--- config.mk ---
export PLATFORM = sky130hd
export DESIGN_NAME = parametrised_writeback_arbiter_flat
export DESIGN_NICKNAME = d
export VERILOG_FILES = /design/src/rtl/parametrised_writeback_arbiter_if.sv /design/src/rtl/parametrised_writeback_arbiter.sv /design/src/flat_wrapper.sv
export SDC_FILE = /design/constraint.sdc
export NUM_CORES = 1
export LEC_CHECK = 0
export BUFFER_PORTS_ARGS = -buffer_cell sky130_fd_sc_hd__buf_2
export CAP_MARGIN = 10
export CORE_MARGIN = 1
export CORE_UTILIZATION = 53
export DETAILED_ROUTE_END_ITERATION = 7
export PLACE_DENSITY = 0.8
export RECOVER_POWER = 50
export SLEW_MARGIN = 20
export SYNTH_ARGS = -nofsm -noshare
export SYNTH_HDL_FRONTEND = slang
export SYNTH_SLANG_ARGS = --single-unit
--- constraint.sdc ---
create_clock -name clk -period 10.8 [get_ports clk]
set_input_delay 2.16 -clock clk [delete_from_list [all_inputs] [get_ports clk]]
set_output_delay 2.16 -clock clk [all_outputs]
set_load 0.01 [all_outputs]
--- src/rtl/parametrised_writeback_arbiter_if.sv ---
// Bus between the execution lanes, the recovery logic and the register file
// write ports of the write-back arbiter.
interface parametrised_writeback_arbiter_if #(
   parameter int unsigned NUM_LANES    = 2,
   parameter int unsigned NUM_WR_PORTS = 1,
   parameter int unsigned BUF_DEPTH    = 4,
   parameter int unsigned PREG_WIDTH   = 7,
   parameter int unsigned DATA_WIDTH   = 32,
   parameter int unsigned AL_PTR_WIDTH = 6
);
   localparam int unsigned OCC_WIDTH = $clog2(NUM_LANES * BUF_DEPTH + 1);

   logic                                 clear;
   logic [NUM_LANES-1:0]                 inValid;
   logic [NUM_LANES*PREG_WIDTH-1:0]      inRegNum;
   logic [NUM_LANES*DATA_WIDTH-1:0]      inData;
   logic [NUM_LANES*AL_PTR_WIDTH-1:0]    inAlPtr;
   logic                                 inReady;
   logic                                 flushValid;
   logic [AL_PTR_WIDTH-1:0]              flushHeadPtr;
   logic [AL_PTR_WIDTH-1:0]              flushTailPtr;
   logic [NUM_WR_PORTS-1:0]              wrEn;
   logic [NUM_WR_PORTS*PREG_WIDTH-1:0]   wrRegNum;
   logic [NUM_WR_PORTS*DATA_WIDTH-1:0]   wrData;
   logic [OCC_WIDTH-1:0]                 occupancy;

   modport master (
      output clear, inValid, inRegNum, inData, inAlPtr,
      output flushValid, flushHeadPtr, flushTailPtr,
      input  inReady, wrEn, wrRegNum, wrData, occupancy
   );

   modport slave (
      input  clear, inValid, inRegNum, inData, inAlPtr,
      input  flushValid, flushHeadPtr, flushTailPtr,
      output inReady, wrEn, wrRegNum, wrData, occupancy
   );
endinterface

--- src/rtl/parametrised_writeback_arbiter.sv ---
// Write-back arbiter: per-lane result FIFOs drained round-robin onto the
// register file write ports, with range-based squash and backpressure.
module parametrised_writeback_arbiter #(
   parameter int unsigned NUM_LANES    = 2,
   parameter int unsigned NUM_WR_PORTS = 1,
   parameter int unsigned BUF_DEPTH    = 4,
   parameter int unsigned PREG_WIDTH   = 7,
   parameter int unsigned DATA_WIDTH   = 32,
   parameter int unsigned AL_PTR_WIDTH = 6
) (
   input logic clk,
   input logic rst_n,
   parametrised_writeback_arbiter_if.slave wb
);
   localparam int unsigned PTR_W      = $clog2(BUF_DEPTH);
   localparam int unsigned CNT_W      = $clog2(BUF_DEPTH + 1);
   localparam int unsigned LANE_W     = (NUM_LANES > 1) ? $clog2(NUM_LANES) : 1;
   localparam int unsigned OCC_W      = $clog2(NUM_LANES * BUF_DEPTH + 1);
   localparam int unsigned PORT_CNT_W = $clog2(NUM_WR_PORTS + 1);

   typedef struct packed {
      logic                    live;
      logic [AL_PTR_WIDTH-1:0] al_ptr;
      logic [PREG_WIDTH-1:0]   reg_num;
      logic [DATA_WIDTH-1:0]   data;
   } entry_t;

   entry_t                 mem     [NUM_LANES][BUF_DEPTH];
   logic [PTR_W-1:0]       rd_ptr  [NUM_LANES];
   logic [PTR_W-1:0]       wr_ptr  [NUM_LANES];
   logic [CNT_W-1:0]       count   [NUM_LANES];
   logic [LANE_W-1:0]      rr_ptr;
   logic [OCC_W-1:0]       occ_q;
   logic [NUM_WR_PORTS-1:0]                 wr_en_q;
   logic [NUM_WR_PORTS-1:0][PREG_WIDTH-1:0] wr_reg_q;
   logic [NUM_WR_PORTS-1:0][DATA_WIDTH-1:0] wr_data_q;

   logic [NUM_LANES-1:0][PREG_WIDTH-1:0]    in_reg;
   logic [NUM_LANES-1:0][DATA_WIDTH-1:0]    in_data;
   logic [NUM_LANES-1:0][AL_PTR_WIDTH-1:0]  in_al;

   entry_t                 head      [NUM_LANES];
   logic                   in_ready_c;
   logic [NUM_LANES-1:0]   head_ok;
   logic [NUM_LANES-1:0]   pop_dead;
   logic [NUM_LANES-1:0]   enq;
   logic [NUM_LANES-1:0]   grant;
   logic [NUM_LANES-1:0]   pop;
   logic [NUM_LANES-1:0][BUF_DEPTH-1:0] in_buf;
   logic [NUM_LANES-1:0][BUF_DEPTH-1:0] hit_mask;
   logic [LANE_W-1:0]      scan_lane [NUM_LANES];
   logic [LANE_W-1:0]      rr_d;
   logic [PORT_CNT_W-1:0]  ngrant;
   logic [OCC_W-1:0]       occ_d;
   logic [NUM_WR_PORTS-1:0]                 wr_en_d;
   logic [NUM_WR_PORTS-1:0][PREG_WIDTH-1:0] reg_d;
   logic [NUM_WR_PORTS-1:0][DATA_WIDTH-1:0] data_d;

   assign in_reg  = wb.inRegNum;
   assign in_data = wb.inData;
   assign in_al   = wb.inAlPtr;

   // Flush range membership; a wrapped range covers the top and bottom of the pointer space.
   function automatic logic flush_hit(input logic valid,
                                      input logic [AL_PTR_WIDTH-1:0] hd,
                                      input logic [AL_PTR_WIDTH-1:0] tl,
                                      input logic [AL_PTR_WIDTH-1:0] p);
      if (hd <= tl) return valid && (p >= hd) && (p < tl);
      return valid && ((p >= hd) || (p < tl));
   endfunction

   // Per-lane head status, squash mask and enqueue decision
   always_comb begin : lane_status
      in_ready_c = 1'b1;
      head_ok    = '0;
      pop_dead   = '0;
      in_buf     = '0;
      hit_mask   = '0;
      enq        = '0;
      for (int i = 0; i < NUM_LANES; i++) begin
         head[i] = mem[i][rd_ptr[i]];
         if (count[i] == CNT_W'(BUF_DEPTH)) in_ready_c = 1'b0;
         head_ok[i]  = (count[i] != '0) && head[i].live &&
                       !flush_hit(wb.flushValid, wb.flushHeadPtr, wb.flushTailPtr, head[i].al_ptr);
         pop_dead[i] = (count[i] != '0) && !head[i].live;
         for (int j = 0; j < BUF_DEPTH; j++) begin
            in_buf[i][j]   = CNT_W'(PTR_W'(PTR_W'(j) - rd_ptr[i])) < count[i];
            hit_mask[i][j] = in_buf[i][j] && mem[i][j].live &&
                             flush_hit(wb.flushValid, wb.flushHeadPtr, wb.flushTailPtr, mem[i][j].al_ptr);
         end
      end
      for (int i = 0; i < NUM_LANES; i++) begin
         enq[i] = wb.inValid[i] && in_ready_c && !wb.clear &&
                  !flush_hit(wb.flushValid, wb.flushHeadPtr, wb.flushTailPtr, in_al[i]);
      end
   end

   // Round-robin scan from rr_ptr; k-th grant lands on port k so enables pack low
   always_comb begin : grant_scan
      grant   = '0;
      wr_en_d = '0;
      reg_d   = '0;
      data_d  = '0;
      rr_d    = rr_ptr;
      ngrant  = '0;
      for (int o = 0; o < NUM_LANES; o++) begin
         scan_lane[o] = LANE_W'((32'(rr_ptr) + 32'(o)) % NUM_LANES);
         if (head_ok[scan_lane[o]] && (ngrant < PORT_CNT_W'(NUM_WR_PORTS))) begin
            grant[scan_lane[o]] = 1'b1;
            for (int p = 0; p < NUM_WR_PORTS; p++) begin
               if (ngrant == PORT_CNT_W'(p)) begin
                  wr_en_d[p] = 1'b1;
                  reg_d[p]   = head[scan_lane[o]].reg_num;
                  data_d[p]  = head[scan_lane[o]].data;
               end
            end
            rr_d   = LANE_W'((32'(scan_lane[o]) + 32'd1) % NUM_LANES);
            ngrant = ngrant + PORT_CNT_W'(1);
         end
      end
   end

   // Live count after the edge: new entries in, granted and squashed entries out
   always_comb begin : occ_next
      pop   = grant | pop_dead;
      occ_d = occ_q;
      for (int i = 0; i < NUM_LANES; i++) begin
         occ_d = occ_d + OCC_W'(enq[i]) - OCC_W'(grant[i]);
         for (int j = 0; j < BUF_DEPTH; j++) begin
            occ_d = occ_d - OCC_W'(hit_mask[i][j]);
         end
      end
   end

   // FIFO storage: no reset needed, validity comes from the counts
   always_ff @(posedge clk) begin : fifo_mem
      for (int i = 0; i < NUM_LANES; i++) begin
         for (int j = 0; j < BUF_DEPTH; j++) begin
            if (hit_mask[i][j]) mem[i][j].live <= 1'b0;
         end
         if (enq[i]) mem[i][wr_ptr[i]] <= '{live: 1'b1, al_ptr: in_al[i],
                                            reg_num: in_reg[i], data: in_data[i]};
      end
   end

   // FIFO control, round-robin pointer and registered write ports
   always_ff @(posedge clk or negedge rst_n) begin : ctrl_regs
      if (!rst_n) begin
         for (int i = 0; i < NUM_LANES; i++) begin
            rd_ptr[i] <= '0;
            wr_ptr[i] <= '0;
            count[i]  <= '0;
         end
         rr_ptr    <= '0;
         occ_q     <= '0;
         wr_en_q   <= '0;
         wr_reg_q  <= '0;
         wr_data_q <= '0;
      end else if (wb.clear) begin
         for (int i = 0; i < NUM_LANES; i++) begin
            rd_ptr[i] <= '0;
            wr_ptr[i] <= '0;
            count[i]  <= '0;
         end
         occ_q   <= '0;
         wr_en_q <= '0;
      end else begin
         for (int i = 0; i < NUM_LANES; i++) begin
            if (enq[i]) wr_ptr[i] <= wr_ptr[i] + PTR_W'(1);
            if (pop[i]) rd_ptr[i] <= rd_ptr[i] + PTR_W'(1);
            count[i] <= count[i] + CNT_W'(enq[i]) - CNT_W'(pop[i]);
         end
         rr_ptr    <= rr_d;
         occ_q     <= occ_d;
         wr_en_q   <= wr_en_d;
         wr_reg_q  <= reg_d;
         wr_data_q <= data_d;
      end
   end

   assign wb.inReady   = in_ready_c;
   assign wb.wrEn      = wr_en_q;
   assign wb.wrRegNum  = wr_reg_q;
   assign wb.wrData    = wr_data_q;
   assign wb.occupancy = occ_q;
endmodule
--- src/flat_wrapper.sv ---
// flat-port wrapper written by rule: the top's interface ports become plain ports
module parametrised_writeback_arbiter_flat 
#(
   parameter int unsigned NUM_LANES    = 2,
   parameter int unsigned NUM_WR_PORTS = 1,
   parameter int unsigned BUF_DEPTH    = 4,
   parameter int unsigned PREG_WIDTH   = 7,
   parameter int unsigned DATA_WIDTH   = 32,
   parameter int unsigned AL_PTR_WIDTH = 6
)
  (clk, rst_n, wb_clear, wb_inValid, wb_inRegNum, wb_inData, wb_inAlPtr, wb_flushValid, wb_flushHeadPtr, wb_flushTailPtr, wb_inReady, wb_wrEn, wb_wrRegNum, wb_wrData, wb_occupancy);
  parametrised_writeback_arbiter_if #(.NUM_LANES(NUM_LANES), .NUM_WR_PORTS(NUM_WR_PORTS), .BUF_DEPTH(BUF_DEPTH), .PREG_WIDTH(PREG_WIDTH), .DATA_WIDTH(DATA_WIDTH), .AL_PTR_WIDTH(AL_PTR_WIDTH)) wb_i ();
  input logic clk;
  input logic rst_n;
  input wire logic [$bits(wb_i.clear)-1:0] wb_clear;
  input wire logic [$bits(wb_i.inValid)-1:0] wb_inValid;
  input wire logic [$bits(wb_i.inRegNum)-1:0] wb_inRegNum;
  input wire logic [$bits(wb_i.inData)-1:0] wb_inData;
  input wire logic [$bits(wb_i.inAlPtr)-1:0] wb_inAlPtr;
  input wire logic [$bits(wb_i.flushValid)-1:0] wb_flushValid;
  input wire logic [$bits(wb_i.flushHeadPtr)-1:0] wb_flushHeadPtr;
  input wire logic [$bits(wb_i.flushTailPtr)-1:0] wb_flushTailPtr;
  output wire logic [$bits(wb_i.inReady)-1:0] wb_inReady;
  output wire logic [$bits(wb_i.wrEn)-1:0] wb_wrEn;
  output wire logic [$bits(wb_i.wrRegNum)-1:0] wb_wrRegNum;
  output wire logic [$bits(wb_i.wrData)-1:0] wb_wrData;
  output wire logic [$bits(wb_i.occupancy)-1:0] wb_occupancy;
  assign wb_i.clear = wb_clear;
  assign wb_i.inValid = wb_inValid;
  assign wb_i.inRegNum = wb_inRegNum;
  assign wb_i.inData = wb_inData;
  assign wb_i.inAlPtr = wb_inAlPtr;
  assign wb_i.flushValid = wb_flushValid;
  assign wb_i.flushHeadPtr = wb_flushHeadPtr;
  assign wb_i.flushTailPtr = wb_flushTailPtr;
  assign wb_inReady = wb_i.inReady;
  assign wb_wrEn = wb_i.wrEn;
  assign wb_wrRegNum = wb_i.wrRegNum;
  assign wb_wrData = wb_i.wrData;
  assign wb_occupancy = wb_i.occupancy;
  parametrised_writeback_arbiter #(.NUM_LANES(NUM_LANES), .NUM_WR_PORTS(NUM_WR_PORTS), .BUF_DEPTH(BUF_DEPTH), .PREG_WIDTH(PREG_WIDTH), .DATA_WIDTH(DATA_WIDTH), .AL_PTR_WIDTH(AL_PTR_WIDTH)) u_core (.clk(clk), .rst_n(rst_n), .wb(wb_i));
endmodule
==> flow_summary.html, run 1 <==
<table>
<tr><th>Metric</th><th>Value</th></tr>
<tr><th colspan="2">Finish</th></tr>
<tr><td>Final Core Density</td><td>around three fifths</td></tr>
<tr><td>Area added between synthesis and finish</td><td>13.68%</td></tr>
<tr><td>Total area of multi-input combinational cells</td><td>approximately 7000 um^2</td></tr>
<tr><td>Number of nets in the layout</td><td>~1.6k</td></tr>
<tr><td>Total of fill cells in the finished design</td><td>about 2.7k</td></tr>
<tr><td>Footprint of the flip-flops and latches</td><td>~13,000 um^2</td></tr>
<tr><td>Share of post-route cells with drive strength above 1</td><td>17.18%</td></tr>
<tr><th colspan="2">Clock tree</th></tr>
<tr><td>Total CTS buffers</td><td>45</td></tr>
<tr><td>Latest clock arrival within the worst-skew pair</td><td>0.56 ns</td></tr>
<tr><td>Sink Count</td><td>427</td></tr>
<tr><td>Post-CTS repair timing setup buffer count</td><td>0</td></tr>
<tr><td>Clock root buffer</td><td>sky130_fd_sc_hd__clkbuf_16</td></tr>
<tr><td>TritonCTS clock tree</td><td>built</td></tr>
<tr><td>Post-CTS resize count</td><td>0</td></tr>
<tr><td>Clock slew at reported path FFs</td><td>0.06 ns</td></tr>
<tr><td>H-tree depth</td><td>2</td></tr>
<tr><td>Hold-fix buffers, CTS</td><td>0</td></tr>
<tr><td>Max Buffers Root-to-Sink</td><td>3</td></tr>
<tr><th colspan="2">Critical path</th></tr>
<tr><td>Delay of the slowest cell on the worst path</td><td>around 0.53 ns</td></tr>
<tr><td>Startpoint kind of the worst setup timing path</td><td>primary input</td></tr>
<tr><td>Worst Setup Path Type</td><td>in -&gt; reg</td></tr>
<tr><td>Setup slack of the most critical reg-to-reg path</td><td>around 4.2 ns</td></tr>
<tr><td>Worst endpoint required time</td><td>11.21 ns</td></tr>
<tr><td>List of cells traversed by the critical path</td><td>buf_2, inv_1, ha_1, nand4_1, a21oi_1, or3_1, o21ai_1, maj3_1, or2_2, fa_1, inv_1, fa_1, fa_1, fa_1, fa_1, inv_1, ha_1, xnor2_1, xnor2_1, xnor2_1, nor2_1</td></tr>
<tr><td>Capturing element type of the critical path</td><td>register</td></tr>
<tr><td>Slowest cell on crit path</td><td>sky130_fd_sc_hd__fa_1</td></tr>
<tr><td>Crit path arrival time</td><td>between 7 and 8 ns</td></tr>
<tr><td>Most Frequent Cell on Critical Path</td><td>sky130_fd_sc_hd__fa_1</td></tr>
<tr><td>Largest fanout on the critical path</td><td>13</td></tr>
<tr><th colspan="2">Logic synthesis</th></tr>
<tr><td>Synthesized cell area</td><td>about 20,000 um^2</td></tr>
<tr><td>Number of register bits inferred by synthesis</td><td>~430</td></tr>
<tr><td>Number of synthesis warnings</td><td>0</td></tr>
<tr><td>Predominant post-synthesis flop cell</td><td>sky130_fd_sc_hd__edfxtp_1</td></tr>
<tr><td>Share of async-settable or async-resettable flops after synthesis</td><td>between 10% and 20%</td></tr>
<tr><td>Nets in the synthesized netlist</td><td>between 1k and 1.5k</td></tr>
<tr><td>Number of flops mapped to enable cells by yosys</td><td>367</td></tr>
<tr><td>Number of cells produced by synthesis</td><td>between 1k and 1.5k</td></tr>
<tr><td>Average size of a mapped cell</td><td>approximately 17 um^2</td></tr>
<tr><td>Share of the yosys chip area belonging to registers</td><td>a little over three fifths</td></tr>
<tr><td>Count of unique library cells instantiated by Yosys</td><td>66</td></tr>
<tr><th colspan="2">Detailed routing</th></tr>
<tr><td>Met3 routed WL</td><td>about 2900 um</td></tr>
<tr><td>Vias</td><td>between 10k and 15k</td></tr>
<tr><td>Vias per cell</td><td>a little over 6</td></tr>
<tr><td>Post-route met1 wirelength</td><td>~18,000 um</td></tr>
<tr><td>WL final</td><td>45,010 um</td></tr>
<tr><td>DRC</td><td>0</td></tr>
<tr><td>Antenna viol nets, final</td><td>0</td></tr>
<tr><td>Drt first-iter violations</td><td>~800</td></tr>
<tr><td>Number of detailed-route iterations in the first pass</td><td>5</td></tr>
<tr><td>Highest metal used</td><td>met5</td></tr>
<tr><td>Avg WL per Cell</td><td>around 24 um</td></tr>
<tr><td>Routed length on met2</td><td>around 22,000 um</td></tr>
<tr><th colspan="2">GRT</th></tr>
<tr><td>Global route total overflow</td><td>0</td></tr>
<tr><td>Wire length of the first global-routing pass</td><td>69,060 um</td></tr>
<tr><td>Maximum number of pins on one net before global-route repair</td><td>60</td></tr>
<tr><td>Via count of the first global-routing pass</td><td>roughly 12k</td></tr>
<tr><td>Tot GR Track Use</td><td>between 20% and 30%</td></tr>
<tr><td>Antenna violations before repair</td><td>7</td></tr>
<tr><th colspan="2">STA</th></tr>
<tr><td>Final TNS setup</td><td>0 ns</td></tr>
<tr><td>Setup skew after layout</td><td>between 0.02 and 0.025 ns</td></tr>
<tr><td>RSZ-0062 raised after global routing</td><td>false</td></tr>
<tr><td>Worst slew margin relative to its limit</td><td>-155.1%</td></tr>
<tr><td>Hold violation count in the final report</td><td>0</td></tr>
<tr><td>Max-slew violations</td><td>60</td></tr>
<tr><td>Worst Hold Margin</td><td>0.5006 ns</td></tr>
<tr><td>Final setup margin</td><td>between 3 and 4 ns</td></tr>
<tr><td>Transition time at the pin with the least slew margin</td><td>approximately 3.8 ns</td></tr>
<tr><td>Final period demand of the worst path</td><td>~7.4 ns</td></tr>
<tr><td>Maximum clock frequency</td><td>0.1358 GHz</td></tr>
<tr><td>Final worst-path cycle share</td><td>between 60% and 70%</td></tr>
<tr><td>Final setup violation count</td><td>0</td></tr>
<tr><th colspan="2">Placement</th></tr>
<tr><td>Minimum setup slack after placement</td><td>between 2 and 3 ns</td></tr>
<tr><td>Hpwl dp</td><td>between 20,000 and 30,000 um</td></tr>
<tr><td>Final Wtd Congestion</td><td>0.8811</td></tr>
<tr><td>Port bufs</td><td>between 150 and 200</td></tr>
<tr><th colspan="2">Run</th></tr>
<tr><td>Maximum capacitance violations</td><td>1</td></tr>
<tr><th colspan="2">Floorplanning</th></tr>
<tr><td>Die Area</td><td>~38,000 um^2</td></tr>
<tr><td>Die Width</td><td>approximately 200 um</td></tr>
<tr><td>IO Count</td><td>153</td></tr>
<tr><td>Placeable core region</td><td>36,790 um^2</td></tr>
<tr><td>Initial Util</td><td>54.16%</td></tr>
<tr><td>Chip Height</td><td>195.9 um</td></tr>
<tr><td>Number of placement rows</td><td>70</td></tr>
<tr><th colspan="2">Pwr</th></tr>
<tr><td>Power density over the cells</td><td>~220 nW/um^2</td></tr>
<tr><td>Power Total</td><td>roughly 5.0 mW</td></tr>
<tr><td>Peak supply drop</td><td>~160 uV</td></tr>
<tr><td>Leakage</td><td>8.441 nW</td></tr>
<tr><th colspan="2">Outcome</th></tr>
<tr><td>Violated checks</td><td>max-capacitance violations, max-slew violations</td></tr>
<tr><td>Status</td><td>complete, but fails checks</td></tr>
<tr><th colspan="2">Worst hold path</th></tr>
<tr><td>Kind of path behind the tightest hold check</td><td>reg -&gt; reg</td></tr>
</table>
-- worst paths after layout --
kind	start	endpoint	depth (start not counted)
setup reg to reg	u_core.rd_ptr[3]$_DFFE_PN0P_	u_core.wb.occupancy[3]$_DFF_PN0_	21
hold reg to reg	u_core.mem[1][183]$_DFF_P_	u_core.mem[1][183]$_DFF_P_	2
hold / removal	u_core.mem[1][183]$_DFF_P_	u_core.mem[1][183]$_DFF_P_	2
max in group asynchronous	rst_n	u_core.rd_ptr[2]$_DFFE_PN0P_	1
min in group asynchronous	rst_n	u_core.wb.wrData[26]$_DFFE_PN0N_	1
setup / recovery	wb_flushTailPtr[4]	u_core.wb.occupancy[3]$_DFF_PN0_	21
-- Yosys cell counts (2+ instances only) --
cell type | number | area, um^2
sky130_fd_sc_hd__edfxtp_1 | 367 | 11020
sky130_fd_sc_hd__ha_1 | 166 | 2077
sky130_fd_sc_hd__mux4_2 | 91 | 2049
sky130_fd_sc_hd__dfrtp_1 | 59 | 1476
sky130_fd_sc_hd__inv_1 | 59 | 221.5
sky130_fd_sc_hd__a21oi_1 | 51 | 255.2
sky130_fd_sc_hd__and2_1 | 45 | 281.5
sky130_fd_sc_hd__a21o_1 | 39 | 292.8
sky130_fd_sc_hd__a221o_1 | 39 | 390.4
sky130_fd_sc_hd__nand2_1 | 32 | 120.1
sky130_fd_sc_hd__clkbuf_1 | 30 | 112.6
sky130_fd_sc_hd__nor2_1 | 29 | 108.9
sky130_fd_sc_hd__nand2b_1 | 28 | 175.2
sky130_fd_sc_hd__o21ai_0 | 13 | 65.06
sky130_fd_sc_hd__fa_1 | 10 | 200.2
sky130_fd_sc_hd__maj3_1 | 9 | 90.09
sky130_fd_sc_hd__o211ai_1 | 9 | 67.56
sky130_fd_sc_hd__xnor2_1 | 9 | 78.83
sky130_fd_sc_hd__nor2b_1 | 8 | 50.05
sky130_fd_sc_hd__o21a_1 | 8 | 60.06
sky130_fd_sc_hd__nand3_1 | 6 | 30.03
sky130_fd_sc_hd__mux2_2 | 5 | 56.30
sky130_fd_sc_hd__buf_6 | 4 | 45.04
sky130_fd_sc_hd__o22ai_1 | 4 | 25.02
sky130_fd_sc_hd__o2bb2ai_1 | 4 | 35.03
sky130_fd_sc_hd__a211oi_1 | 3 | 22.52
sky130_fd_sc_hd__buf_1 | 3 | 11.26
sky130_fd_sc_hd__buf_2 | 3 | 15.01
sky130_fd_sc_hd__mux2i_1 | 3 | 30.03
sky130_fd_sc_hd__nand4_1 | 3 | 18.77
sky130_fd_sc_hd__o31ai_1 | 3 | 22.52
sky130_fd_sc_hd__or2_2 | 3 | 18.77
sky130_fd_sc_hd__or3_1 | 3 | 18.77
sky130_fd_sc_hd__a211o_1 | 2 | 17.52
sky130_fd_sc_hd__a21oi_2 | 2 | 17.52
sky130_fd_sc_hd__a31o_2 | 2 | 17.52
sky130_fd_sc_hd__a31oi_1 | 2 | 12.51
sky130_fd_sc_hd__a32oi_1 | 2 | 17.52
sky130_fd_sc_hd__buf_4 | 2 | 15.01
sky130_fd_sc_hd__nor3_1 | 2 | 10.01
sky130_fd_sc_hd__xor2_1 | 2 | 17.52
-- flip-flops by register name (all words and copies together) (netlist names) --
signal and cells:
u_core.count 6, u_core.mem 368, u_core.rd_ptr 4, u_core.rr_ptr 1, u_core.wb.occupancy 4, u_core.wb.wrData 32
u_core.wb.wrEn 1, u_core.wb.wrRegNum 7, u_core.wr_ptr 4
-- layout by cell type, fill, tap and decap left out, drive strengths merged, types with 6 or more instances in the layout --
cell type / netlist / routed
xnor2: 9 / 9
dfrtp: 59 / 59
ha: 166 / 166
fa: 10 / 10
a21oi: 53 / 53
a21o: 39 / 39
and2: 45 / 45
mux2: 6 / 6
nand3: 7 / 7
edfxtp: 367 / 367
o21ai: 14 / 14
bufinv: 0 / 6
maj3: 9 / 9
nor2: 29 / 29
nor2b: 8 / 8
mux4: 91 / 91
o211ai: 9 / 9
inv: 59 / 61
nand2: 32 / 32
a221o: 39 / 39
clkbuf: 30 / 180
buf: 12 / 46
nand2b: 28 / 28
o21a: 8 / 8
clkinv: 0 / 13
-- per-layer routing --
layer,track usage (%),vias up
li1,-,5059
met1,30.60,5806
met4,8.420,6
met2,41.27,397
met3,4.796,102
met5,0,-
-- cell type report --
cell class | instances | area share, %
diodes | 4 | 0.04419
clock inverters | 24 | 1.431
inverters | 59 | 0.9778
multi-input cells | 661 | 31.04
repair buffers | 167 | 3.187
flip-flops and latches | 427 | 55.31
well taps | 468 | 2.585
clock buffers | 59 | 5.430
-- cell families after synthesis --
group / share of synthesized area, %
adder cells (fa/ha/maj): 11.88
AND/OR/NAND/NOR: 4.735
flip-flops: 62.82
buffers and inverters: 2.110
XOR/XNOR: 0.4836
AO/OA/AOI/OAI: 7.190
multiplexers: 10.78
-- worst max-delay path: cells and delay by family --
| family | cells | cell delay, ns |
|---|---|---|
| XOR/XNOR | 3 | 0.46 |
| AO/OA/AOI/OAI | 2 | 0.46 |
| adder cells (fa/ha/maj) | 8 | 3.33 |
| AND/OR/NAND/NOR | 4 | 0.74 |
| buffers and inverters | 4 | 0.60 |
-- power breakdown --
part | switching [mW] | leakage (nW) | total [mW] | internal, mW
clock | 0.643 | 0.757 | 1.60 | 0.956
combinational | 0.724 | 3.58 | 1.34 | 0.615
sequential | 0.0974 | 4.11 | 2.05 | 1.95
-- per-stage QoR --
| step | std cells | area, um^2 |
|---|---|---|
| 6_report | 1869 | 22650 |
| 5_1_grt | 1867 | 22640 |
| 4_1_cts | 1865 | 22790 |
| 3_5_place_dp | 1782 | 21240 |
| 3_3_place_gp | 1782 | 21240 |
| 2_1_floorplan | 1189 | 19920 |
Note: power is estimated with default switching activity, not from simulation.
==> run 2, diff against run 1 <==
clock period = 7.6 ns   (was 10.8 ns; I/O delays follow)
==> flow_summary.html, run 2 (synthesis results as in run 1) <==
<table>
<tr><th>Metric</th><th>Value</th></tr>
<tr><th colspan="2">Detailed routing</th></tr>
<tr><td>Avg WL per Cell</td><td>23.81 um (was 24.08 um)</td></tr>
<tr><td>Antenna viol nets, final</td><td>0 (unchanged)</td></tr>
<tr><td>Number of detailed-route iterations in the first pass</td><td>5 (unchanged)</td></tr>
<tr><td>WL final</td><td>44,660 um (was 45,010 um)</td></tr>
<tr><td>Vias</td><td>11.34k (was 11.37k)</td></tr>
<tr><td>Vias per cell</td><td>6.046 (was 6.083)</td></tr>
<tr><td>DRC</td><td>0 (unchanged)</td></tr>
<tr><td>Drt first-iter violations</td><td>804 (was 823)</td></tr>
<tr><th colspan="2">Outcome</th></tr>
<tr><td>Violated checks</td><td>max-capacitance violations, max-slew violations (unchanged)</td></tr>
<tr><td>Status</td><td>complete, but fails checks (unchanged)</td></tr>
<tr><th colspan="2">Clock tree</th></tr>
<tr><td>Total CTS buffers</td><td>43 (was 45)</td></tr>
<tr><td>Hold-fix buffers, CTS</td><td>0 (unchanged)</td></tr>
<tr><td>Latest clock arrival within the worst-skew pair</td><td>0.56 ns (about the same)</td></tr>
<tr><td>Sink Count</td><td>427 (unchanged)</td></tr>
<tr><td>Post-CTS resize count</td><td>0 (unchanged)</td></tr>
<tr><td>Post-CTS repair timing setup buffer count</td><td>0 (unchanged)</td></tr>
<tr><td>Max Buffers Root-to-Sink</td><td>3 (unchanged)</td></tr>
<tr><td>Clock slew at reported path FFs</td><td>0.06 ns (about the same)</td></tr>
<tr><td>TritonCTS clock tree</td><td>built (unchanged)</td></tr>
<tr><td>Clock root buffer</td><td>sky130_fd_sc_hd__clkbuf_16 (unchanged)</td></tr>
<tr><td>H-tree depth</td><td>2 (unchanged)</td></tr>
<tr><th colspan="2">GRT</th></tr>
<tr><td>Tot GR Track Use</td><td>24.18% (was 24.06%)</td></tr>
<tr><td>Wire length of the first global-routing pass</td><td>69,510 um (was 69,060 um)</td></tr>
<tr><td>Via count of the first global-routing pass</td><td>11.98k (was 11.94k)</td></tr>
<tr><td>Global route total overflow</td><td>0 (unchanged)</td></tr>
<tr><td>Maximum number of pins on one net before global-route repair</td><td>60 (unchanged)</td></tr>
<tr><td>Antenna violations before repair</td><td>5 (was 7)</td></tr>
<tr><th colspan="2">Finish</th></tr>
<tr><td>Final Core Density</td><td>61.33% (was 61.57%)</td></tr>
<tr><td>Share of post-route cells with drive strength above 1</td><td>17.18% (about the same)</td></tr>
<tr><td>Largest register FFs</td><td>368 (unchanged)</td></tr>
<tr><td>Most common library cell in the layout ignoring fill and taps</td><td>sky130_fd_sc_hd__edfxtp_1 (unchanged)</td></tr>
<tr><td>Number of nets in the layout</td><td>1,653 (was 1,645)</td></tr>
<tr><td>Final design instance area without fill</td><td>22,560 um^2 (was 22,650 um^2)</td></tr>
<tr><td>Register with the most flip-flops</td><td>u_core.mem (unchanged)</td></tr>
<tr><td>Top library cells by usage in the layout, fill and taps aside</td><td>367 x sky130_fd_sc_hd__edfxtp_1, 166 x sky130_fd_sc_hd__ha_1, 134 x sky130_fd_sc_hd__clkbuf_1 (was 367 x sky130_fd_sc_hd__edfxtp_1, 166 x sky130_fd_sc_hd__ha_1, 131 x sky130_fd_sc_hd__clkbuf_1)</td></tr>
<tr><td>Area added between synthesis and finish</td><td>13.23% (was 13.68%)</td></tr>
<tr><th colspan="2">STA</th></tr>
<tr><td>Hold violation count in the final report</td><td>0 (unchanged)</td></tr>
<tr><td>RSZ-0062 raised after global routing</td><td>false (unchanged)</td></tr>
<tr><td>Final worst-path cycle share</td><td>between 80% and 90%</td></tr>
<tr><td>Setup skew after layout</td><td>0.02039 ns (was 0.02447 ns)</td></tr>
<tr><td>Final TNS setup</td><td>0 ns (unchanged)</td></tr>
<tr><td>Transition time at the pin with the least slew margin</td><td>3.821 ns (was 3.827 ns)</td></tr>
<tr><td>Maximum clock frequency</td><td>about 0.15 GHz</td></tr>
<tr><td>Worst slew margin relative to its limit</td><td>-154.7% (was -155.1%)</td></tr>
<tr><td>Max-slew violations</td><td>60 (unchanged)</td></tr>
<tr><td>Final setup violation count</td><td>0 (unchanged)</td></tr>
<tr><td>Final period demand of the worst path</td><td>~6.5 ns</td></tr>
<tr><th colspan="2">Critical path</th></tr>
<tr><td>Crit path launch</td><td>wb_flushHeadPtr[1] (was wb_flushTailPtr[4])</td></tr>
<tr><td>Capturing element type of the critical path</td><td>register (unchanged)</td></tr>
<tr><td>Worst endpoint required time</td><td>8.01 ns (was 11.21 ns)</td></tr>
<tr><td>Slowest cell on crit path</td><td>sky130_fd_sc_hd__fa_1 (unchanged)</td></tr>
<tr><td>Delay of the slowest cell on the worst path</td><td>0.51 ns (was 0.53 ns)</td></tr>
<tr><td>Most Frequent Cell on Critical Path</td><td>sky130_fd_sc_hd__fa_1 (unchanged)</td></tr>
<tr><td>Worst Setup Path Type</td><td>in -&gt; reg (unchanged)</td></tr>
<tr><td>Startpoint kind of the worst setup timing path</td><td>primary input (unchanged)</td></tr>
<tr><td>Critical register-to-register path startpoint</td><td>u_core.rd_ptr[3]$_DFFE_PN0P_ (unchanged)</td></tr>
<tr><td>Largest fanout on the critical path</td><td>12 (was 13)</td></tr>
<tr><td>Setup slack of the most critical reg-to-reg path</td><td>1.14 ns (was 4.22 ns)</td></tr>
<tr><td>List of cells traversed by the critical path</td><td>buf_2, inv_1, ha_1, a2111oi_1, o31ai_1, a32oi_1, nand3b_1, and2_1, fa_1, fa_1, fa_1, fa_1, fa_1, inv_1, ha_1, xnor2_1, xnor2_1, xnor2_1, nor2_1 (was buf_2, inv_1, ha_1, nand4_1, a21oi_1, or3_1, o21ai_1, maj3_1, or2_2, fa_1, inv_1, fa_1, fa_1, fa_1, fa_1, inv_1, ha_1, xnor2_1, xnor2_1, xnor2_1, nor2_1)</td></tr>
<tr><td>Crit path arrival time</td><td>6.91 ns (was 7.78 ns)</td></tr>
<tr><th colspan="2">Pwr</th></tr>
<tr><td>Power density over the cells</td><td>305.7 nW/um^2 (was 220.3 nW/um^2)</td></tr>
<tr><td>Peak supply drop</td><td>220.7 uV (was 156.0 uV)</td></tr>
<tr><td>Leakage</td><td>8.416 nW (was 8.441 nW)</td></tr>
<tr><th colspan="2">Floorplanning</th></tr>
<tr><td>Initial Util</td><td>54.16% (unchanged)</td></tr>
<tr><td>Chip Height</td><td>195.9 um (unchanged)</td></tr>
<tr><td>Die Area</td><td>38,370 um^2 (unchanged)</td></tr>
<tr><td>IO Count</td><td>153 (unchanged)</td></tr>
<tr><td>Die Width</td><td>195.9 um (unchanged)</td></tr>
<tr><td>Placeable core region</td><td>36,790 um^2 (unchanged)</td></tr>
<tr><td>Number of placement rows</td><td>70 (unchanged)</td></tr>
<tr><th colspan="2">Placement</th></tr>
<tr><td>Port bufs</td><td>152 (unchanged)</td></tr>
<tr><td>Standard cell area after detailed placement</td><td>21,310 um^2 (was 21,240 um^2)</td></tr>
<tr><td>Hpwl dp</td><td>28,880 um (was 28,360 um)</td></tr>
<tr><td>Final Wtd Congestion</td><td>0.8918 (was 0.8811)</td></tr>
<tr><th colspan="2">Worst hold path</th></tr>
<tr><td>Worst hold start</td><td>u_core.mem[1][183]$_DFF_P_ (unchanged)</td></tr>
<tr><td>Kind of path behind the tightest hold check</td><td>reg -&gt; reg (unchanged)</td></tr>
<tr><th colspan="2">Run</th></tr>
<tr><td>Maximum capacitance violations</td><td>1 (unchanged)</td></tr>
</table>
-- run 2: cell types whose count changed in the layout (fill, tap and decap cells not counted), moves of 2 or more --
cell	change
sky130_fd_sc_hd__clkbuf_8	+5
sky130_fd_sc_hd__clkinv_4	+2
sky130_fd_sc_hd__bufinv_16	-4
sky130_fd_sc_hd__buf_4	+10
sky130_fd_sc_hd__clkinvlp_4	-3
sky130_fd_sc_hd__clkbuf_16	-3
sky130_fd_sc_hd__clkbuf_1	+3
sky130_fd_sc_hd__clkinv_2	-5
sky130_fd_sc_hd__clkinv_1	+2
-- run 2: worst paths after layout --
check,endpoint,depth (start not counted)
hold / removal,u_core.mem[1][183]$_DFF_P_,2
min in group asynchronous,u_core.wb.wrData[22]$_DFFE_PN0N_,1
max in group asynchronous,u_core.rd_ptr[2]$_DFFE_PN0P_,1
setup / recovery,u_core.wb.occupancy[3]$_DFF_PN0_,19
setup reg to reg,u_core.wb.occupancy[3]$_DFF_PN0_,20
hold reg to reg,u_core.mem[1][183]$_DFF_P_,2
-- run 2: where the power goes --
part	switching (mW)	internal [mW]
Combinational	0.998	0.878
Sequential	0.162	2.78
Clock	0.881	1.20
Total	2.04	4.86
-- run 2: per-layer routing --
metal,share of wire [%],global-route usage (%),up-vias,wire [um]
met5,0.087,0,-,39
met3,6.4,4.710,81,2859
met4,2.3,7.234,6,1024
met1,41,31.67,5790,18480
li1,-,-,5078,-
met2,50,41.12,387,22260
-- run 2: final cells by class --
type                            count  area (um^2)
Tap cell                          468        585.6
Inverter                           59        221.5
Clock inverter                     15        152.6
Multi-Input combinational cell    661         7029
Timing Repair Buffer              177        797.0
Sequential cell                   427        12530
Antenna cell                        5        12.51
Fill cell                        2716        14220
Clock buffer                       64         1235
-- run 2: metrics by stage --
step / setup slack, ns / std cells / total power [mW] / hold slack [ns]
after floorplan: 1.043 / 1189 / 4.311 / 0.4397
after global placement: 0.6733 / 1792 / 4.813 / 0.4617
after detailed placement: 0.5594 / 1792 / 4.880 / 0.4635
after CTS: 1.151 / 1871 / 6.963 / 0.4743
after global routing: 0.7899 / 1871 / 7.240 / 0.5255
final: 1.104 / 1876 / 6.896 / 0.4823
-- run 2: worst max-delay path: cells and delay by family --
kind / cells / cell delay (ns)
AND/OR/NAND/NOR: 3 / 0.48
buffers and inverters: 3 / 0.56
XOR/XNOR: 3 / 0.44
adder cells (fa/ha/maj): 7 / 2.86
AO/OA/AOI/OAI: 3 / 1.03
==> run 3, diff against run 2 <==
CTS_BUF_LIST = sky130_fd_sc_hd__clkbuf_8   (was default)
==> flow_summary.html, run 3 (synthesis results as in run 1) <==
<table>
<tr><th>Metric</th><th>Value</th></tr>
<tr><th colspan="2">Outcome</th></tr>
<tr><td>Status</td><td>complete, but fails checks (unchanged)</td></tr>
<tr><td>Violated checks</td><td>max-capacitance violations, max-slew violations (unchanged)</td></tr>
<tr><th colspan="2">Critical path</th></tr>
<tr><td>Startpoint kind of the worst setup timing path</td><td>primary input (unchanged)</td></tr>
<tr><td>Capturing element type of the critical path</td><td>register (unchanged)</td></tr>
<tr><td>Crit path launch</td><td>wb_flushHeadPtr[1] (unchanged)</td></tr>
<tr><td>Largest fanout on the critical path</td><td>12 (unchanged)</td></tr>
<tr><td>Critical register-to-register path startpoint</td><td>u_core.rd_ptr[3]$_DFFE_PN0P_ (unchanged)</td></tr>
<tr><td>Crit path arrival time</td><td>6.92 ns (was 6.91 ns)</td></tr>
<tr><td>Worst Setup Path Type</td><td>in -&gt; reg (unchanged)</td></tr>
<tr><td>Worst endpoint required time</td><td>8.05 ns (was 8.01 ns)</td></tr>
<tr><th colspan="2">Detailed routing</th></tr>
<tr><td>WL final</td><td>44,480 um (was 44,660 um)</td></tr>
<tr><td>Drt first-iter violations</td><td>878 (was 804)</td></tr>
<tr><td>Antenna viol nets, final</td><td>0 (unchanged)</td></tr>
<tr><td>Vias per cell</td><td>5.958 (was 6.046)</td></tr>
<tr><td>Avg WL per Cell</td><td>23.15 um (was 23.81 um)</td></tr>
<tr><td>Number of detailed-route iterations in the first pass</td><td>6 (was 5)</td></tr>
<tr><td>DRC</td><td>0 (unchanged)</td></tr>
<tr><td>Vias</td><td>11.45k (was 11.34k)</td></tr>
<tr><th colspan="2">Finish</th></tr>
<tr><td>Largest register FFs</td><td>368 (unchanged)</td></tr>
<tr><td>Total area of multi-input combinational cells</td><td>7029 um^2 (unchanged)</td></tr>
<tr><td>Most common library cell in the layout ignoring fill and taps</td><td>sky130_fd_sc_hd__edfxtp_1 (unchanged)</td></tr>
<tr><td>Area added between synthesis and finish</td><td>13.29% (was 13.23%)</td></tr>
<tr><td>Register with the most flip-flops</td><td>u_core.mem (unchanged)</td></tr>
<tr><td>Footprint of the flip-flops and latches</td><td>12,530 um^2 (unchanged)</td></tr>
<tr><td>Total of fill cells in the finished design</td><td>2,712 (was 2,716)</td></tr>
<tr><td>Share of post-route cells with drive strength above 1</td><td>18.41% (was 17.18%)</td></tr>
<tr><td>Number of nets in the layout</td><td>1,681 (was 1,653)</td></tr>
<tr><td>Top library cells by usage in the layout, fill and taps aside</td><td>367 x sky130_fd_sc_hd__edfxtp_1, 166 x sky130_fd_sc_hd__ha_1, 121 x sky130_fd_sc_hd__clkbuf_1 (was 367 x sky130_fd_sc_hd__edfxtp_1, 166 x sky130_fd_sc_hd__ha_1, 134 x sky130_fd_sc_hd__clkbuf_1)</td></tr>
<tr><th colspan="2">Pwr</th></tr>
<tr><td>Internal power summed over all cells</td><td>4.767 mW (was 4.855 mW)</td></tr>
<tr><td>Proportion of power drawn by flip-flops and latches</td><td>43.2% (was 42.6%)</td></tr>
<tr><td>Leakage</td><td>8.542 nW (was 8.416 nW)</td></tr>
<tr><td>Comb pwr share</td><td>27.5% (was 27.2%)</td></tr>
<tr><td>Peak supply drop</td><td>166.0 uV (was 220.7 uV)</td></tr>
<tr><td>Switching share of power</td><td>29.91% (was 29.59%)</td></tr>
<tr><td>Power density over the cells</td><td>301.3 nW/um^2 (was 305.7 nW/um^2)</td></tr>
<tr><td>Net switching power</td><td>2.034 mW (was 2.041 mW)</td></tr>
<tr><td>Part of the total power dissipated in the clock network</td><td>29.3% (was 30.2%)</td></tr>
<tr><th colspan="2">Placement</th></tr>
<tr><td>Port bufs</td><td>152 (unchanged)</td></tr>
<tr><td>Minimum setup slack after placement</td><td>0.5594 ns (unchanged)</td></tr>
<tr><td>Final Wtd Congestion</td><td>0.8918 (unchanged)</td></tr>
<tr><td>Hpwl dp</td><td>28,880 um (unchanged)</td></tr>
<tr><th colspan="2">GRT</th></tr>
<tr><td>Tot GR Track Use</td><td>24.12% (was 24.18%)</td></tr>
<tr><td>Via count of the first global-routing pass</td><td>12.18k (was 11.98k)</td></tr>
<tr><td>Maximum number of pins on one net before global-route repair</td><td>60 (unchanged)</td></tr>
<tr><td>Wire length of the first global-routing pass</td><td>69,170 um (was 69,510 um)</td></tr>
<tr><td>Antenna violations before repair</td><td>7 (was 5)</td></tr>
<tr><td>Global route total overflow</td><td>0 (unchanged)</td></tr>
<tr><th colspan="2">Floorplanning</th></tr>
<tr><td>Initial Util</td><td>54.16% (unchanged)</td></tr>
<tr><td>Die Width</td><td>195.9 um (unchanged)</td></tr>
<tr><td>IO Count</td><td>153 (unchanged)</td></tr>
<tr><td>Die Area</td><td>38,370 um^2 (unchanged)</td></tr>
<tr><td>Number of placement rows</td><td>70 (unchanged)</td></tr>
<tr><td>Chip Height</td><td>195.9 um (unchanged)</td></tr>
<tr><td>Placeable core region</td><td>36,790 um^2 (unchanged)</td></tr>
<tr><th colspan="2">STA</th></tr>
<tr><td>Maximum clock frequency</td><td>0.1544 GHz (was 0.1539 GHz)</td></tr>
<tr><td>RSZ-0062 raised after global routing</td><td>false (unchanged)</td></tr>
<tr><td>Hold violation count in the final report</td><td>0 (unchanged)</td></tr>
<tr><td>Final TNS setup</td><td>0 ns (unchanged)</td></tr>
<tr><td>Worst Hold Margin</td><td>0.4834 ns (was 0.4823 ns)</td></tr>
<tr><td>Final setup margin</td><td>1.124 ns (was 1.104 ns)</td></tr>
<tr><td>Setup skew after layout</td><td>0.02775 ns (was 0.02039 ns)</td></tr>
<tr><td>Max-slew violations</td><td>60 (unchanged)</td></tr>
<tr><td>Worst slew margin relative to its limit</td><td>-160.8% (was -154.7%)</td></tr>
<tr><td>Transition time at the pin with the least slew margin</td><td>3.912 ns (was 3.821 ns)</td></tr>
<tr><td>Final setup violation count</td><td>0 (unchanged)</td></tr>
<tr><td>Final period demand of the worst path</td><td>6.476 ns (was 6.496 ns)</td></tr>
<tr><td>Final worst-path cycle share</td><td>85.22% (was 85.47%)</td></tr>
<tr><th colspan="2">Clock tree</th></tr>
<tr><td>Latest clock arrival within the worst-skew pair</td><td>0.59 ns (was 0.56 ns)</td></tr>
<tr><td>Sink Count</td><td>427 (unchanged)</td></tr>
<tr><td>Post-CTS repair timing setup buffer count</td><td>0 (unchanged)</td></tr>
<tr><td>Max Buffers Root-to-Sink</td><td>3 (unchanged)</td></tr>
<tr><td>TritonCTS clock tree</td><td>built (unchanged)</td></tr>
<tr><td>Post-CTS resize count</td><td>0 (unchanged)</td></tr>
<tr><td>Clock slew at reported path FFs</td><td>0.06 ns (about the same)</td></tr>
<tr><td>H-tree depth</td><td>3 (was 2)</td></tr>
<tr><td>Total CTS buffers</td><td>71 (was 43)</td></tr>
<tr><td>Hold-fix buffers, CTS</td><td>0 (unchanged)</td></tr>
<tr><td>Clock root buffer</td><td>sky130_fd_sc_hd__clkbuf_8 (was sky130_fd_sc_hd__clkbuf_16)</td></tr>
<tr><th colspan="2">Worst hold path</th></tr>
<tr><td>Worst hold start</td><td>u_core.mem[1][183]$_DFF_P_ (unchanged)</td></tr>
<tr><td>Kind of path behind the tightest hold check</td><td>reg -&gt; reg (unchanged)</td></tr>
<tr><th colspan="2">Run</th></tr>
<tr><td>Maximum capacitance violations</td><td>1 (unchanged)</td></tr>
</table>
==> run 3: changes by cell type in the layout (fill, tap and decap cells not counted), sizes merged <==
cell      before  now
inv           62   87
clkbuf       185  199
clkinv        10   14
bufinv         2    5
diode          5    3
clkinvlp       0    1
==> run 3: final timing paths <==
path,slack [ns],endpoint,cells past startpoint
worst min register to register,0.48,u_core.mem[1][183]$_DFF_P_,2
worst max register to register,1.14,u_core.wb.occupancy[3]$_DFF_PN0_,20
min in group asynchronous,2.30,u_core.wb.wrData[20]$_DFFE_PN0N_,1
max in group asynchronous,2.56,u_core.rd_ptr[2]$_DFFE_PN0P_,1
worst max-delay path,1.12,u_core.wb.occupancy[3]$_DFF_PN0_,19
worst min-delay path,0.48,u_core.mem[1][183]$_DFF_P_,2
==> run 3: stage by stage <==
step                instance area, um^2  power (mW)  util [%]  instances
floorplan                         19920       4.311         -       1189
global placement                  21310       4.813     57.94       1792
detailed placement                21310       4.880     57.94       1792
CTS                               22720       6.878     61.76       1918
global route                      22570       7.169     61.35       1920
finish                            22570       6.802     61.36       1921
==> run 3: cell type report <==
| cell class | instances | area share (%) |
|---|---|---|
| antenna | 3 | 0.03326 |
| clock inverter | 48 | 1.463 |
| multi-input combinational | 661 | 31.14 |
| clock buffer | 78 | 4.756 |
| sequential | 427 | 55.50 |
| tap | 468 | 2.594 |
| timing repair buffer | 177 | 3.531 |
| inverter | 59 | 0.9812 |
==> run 3: power by group through the flow <==
stage                     registers, mW  clock network [mW]  logic, mW
final                              2.94                2.00       1.87
after global routing               2.96                2.13       2.07
after CTS                          2.94                2.03       1.91
after detailed placement           2.98                   0       1.90
after global placement             2.97                   0       1.84
after floorplan                    2.93                   0       1.38
==> run 3: routing by layer <==
metal	GRT usage, %	share of wire, %	vias to the layer above	routed length, um
met3	5.243	6.5	95	2892
met4	8.478	2.6	8	1169
met2	40.71	49	384	21960
li1	-	-	5143	-
met1	30.95	41	5816	18400
met5	0	0.11	-	50
==> run 3: worst max-delay path, stage by stage <==
cell and delay, ns:
sky130_fd_sc_hd__buf_2 0.13, sky130_fd_sc_hd__inv_1 0.39, sky130_fd_sc_hd__ha_1 0.32, sky130_fd_sc_hd__a2111oi_1 0.48, sky130_fd_sc_hd__o31ai_1 0.17, sky130_fd_sc_hd__a32oi_1 0.38
sky130_fd_sc_hd__nand3b_1 0.21, sky130_fd_sc_hd__and2_1 0.23, sky130_fd_sc_hd__fa_1 0.47, sky130_fd_sc_hd__fa_1 0.41, sky130_fd_sc_hd__fa_1 0.49, sky130_fd_sc_hd__fa_1 0.47
sky130_fd_sc_hd__fa_1 0.51, sky130_fd_sc_hd__inv_1 0.04, sky130_fd_sc_hd__ha_1 0.19, sky130_fd_sc_hd__xnor2_1 0.17, sky130_fd_sc_hd__xnor2_1 0.15, sky130_fd_sc_hd__xnor2_1 0.13
sky130_fd_sc_hd__nor2_1 0.05
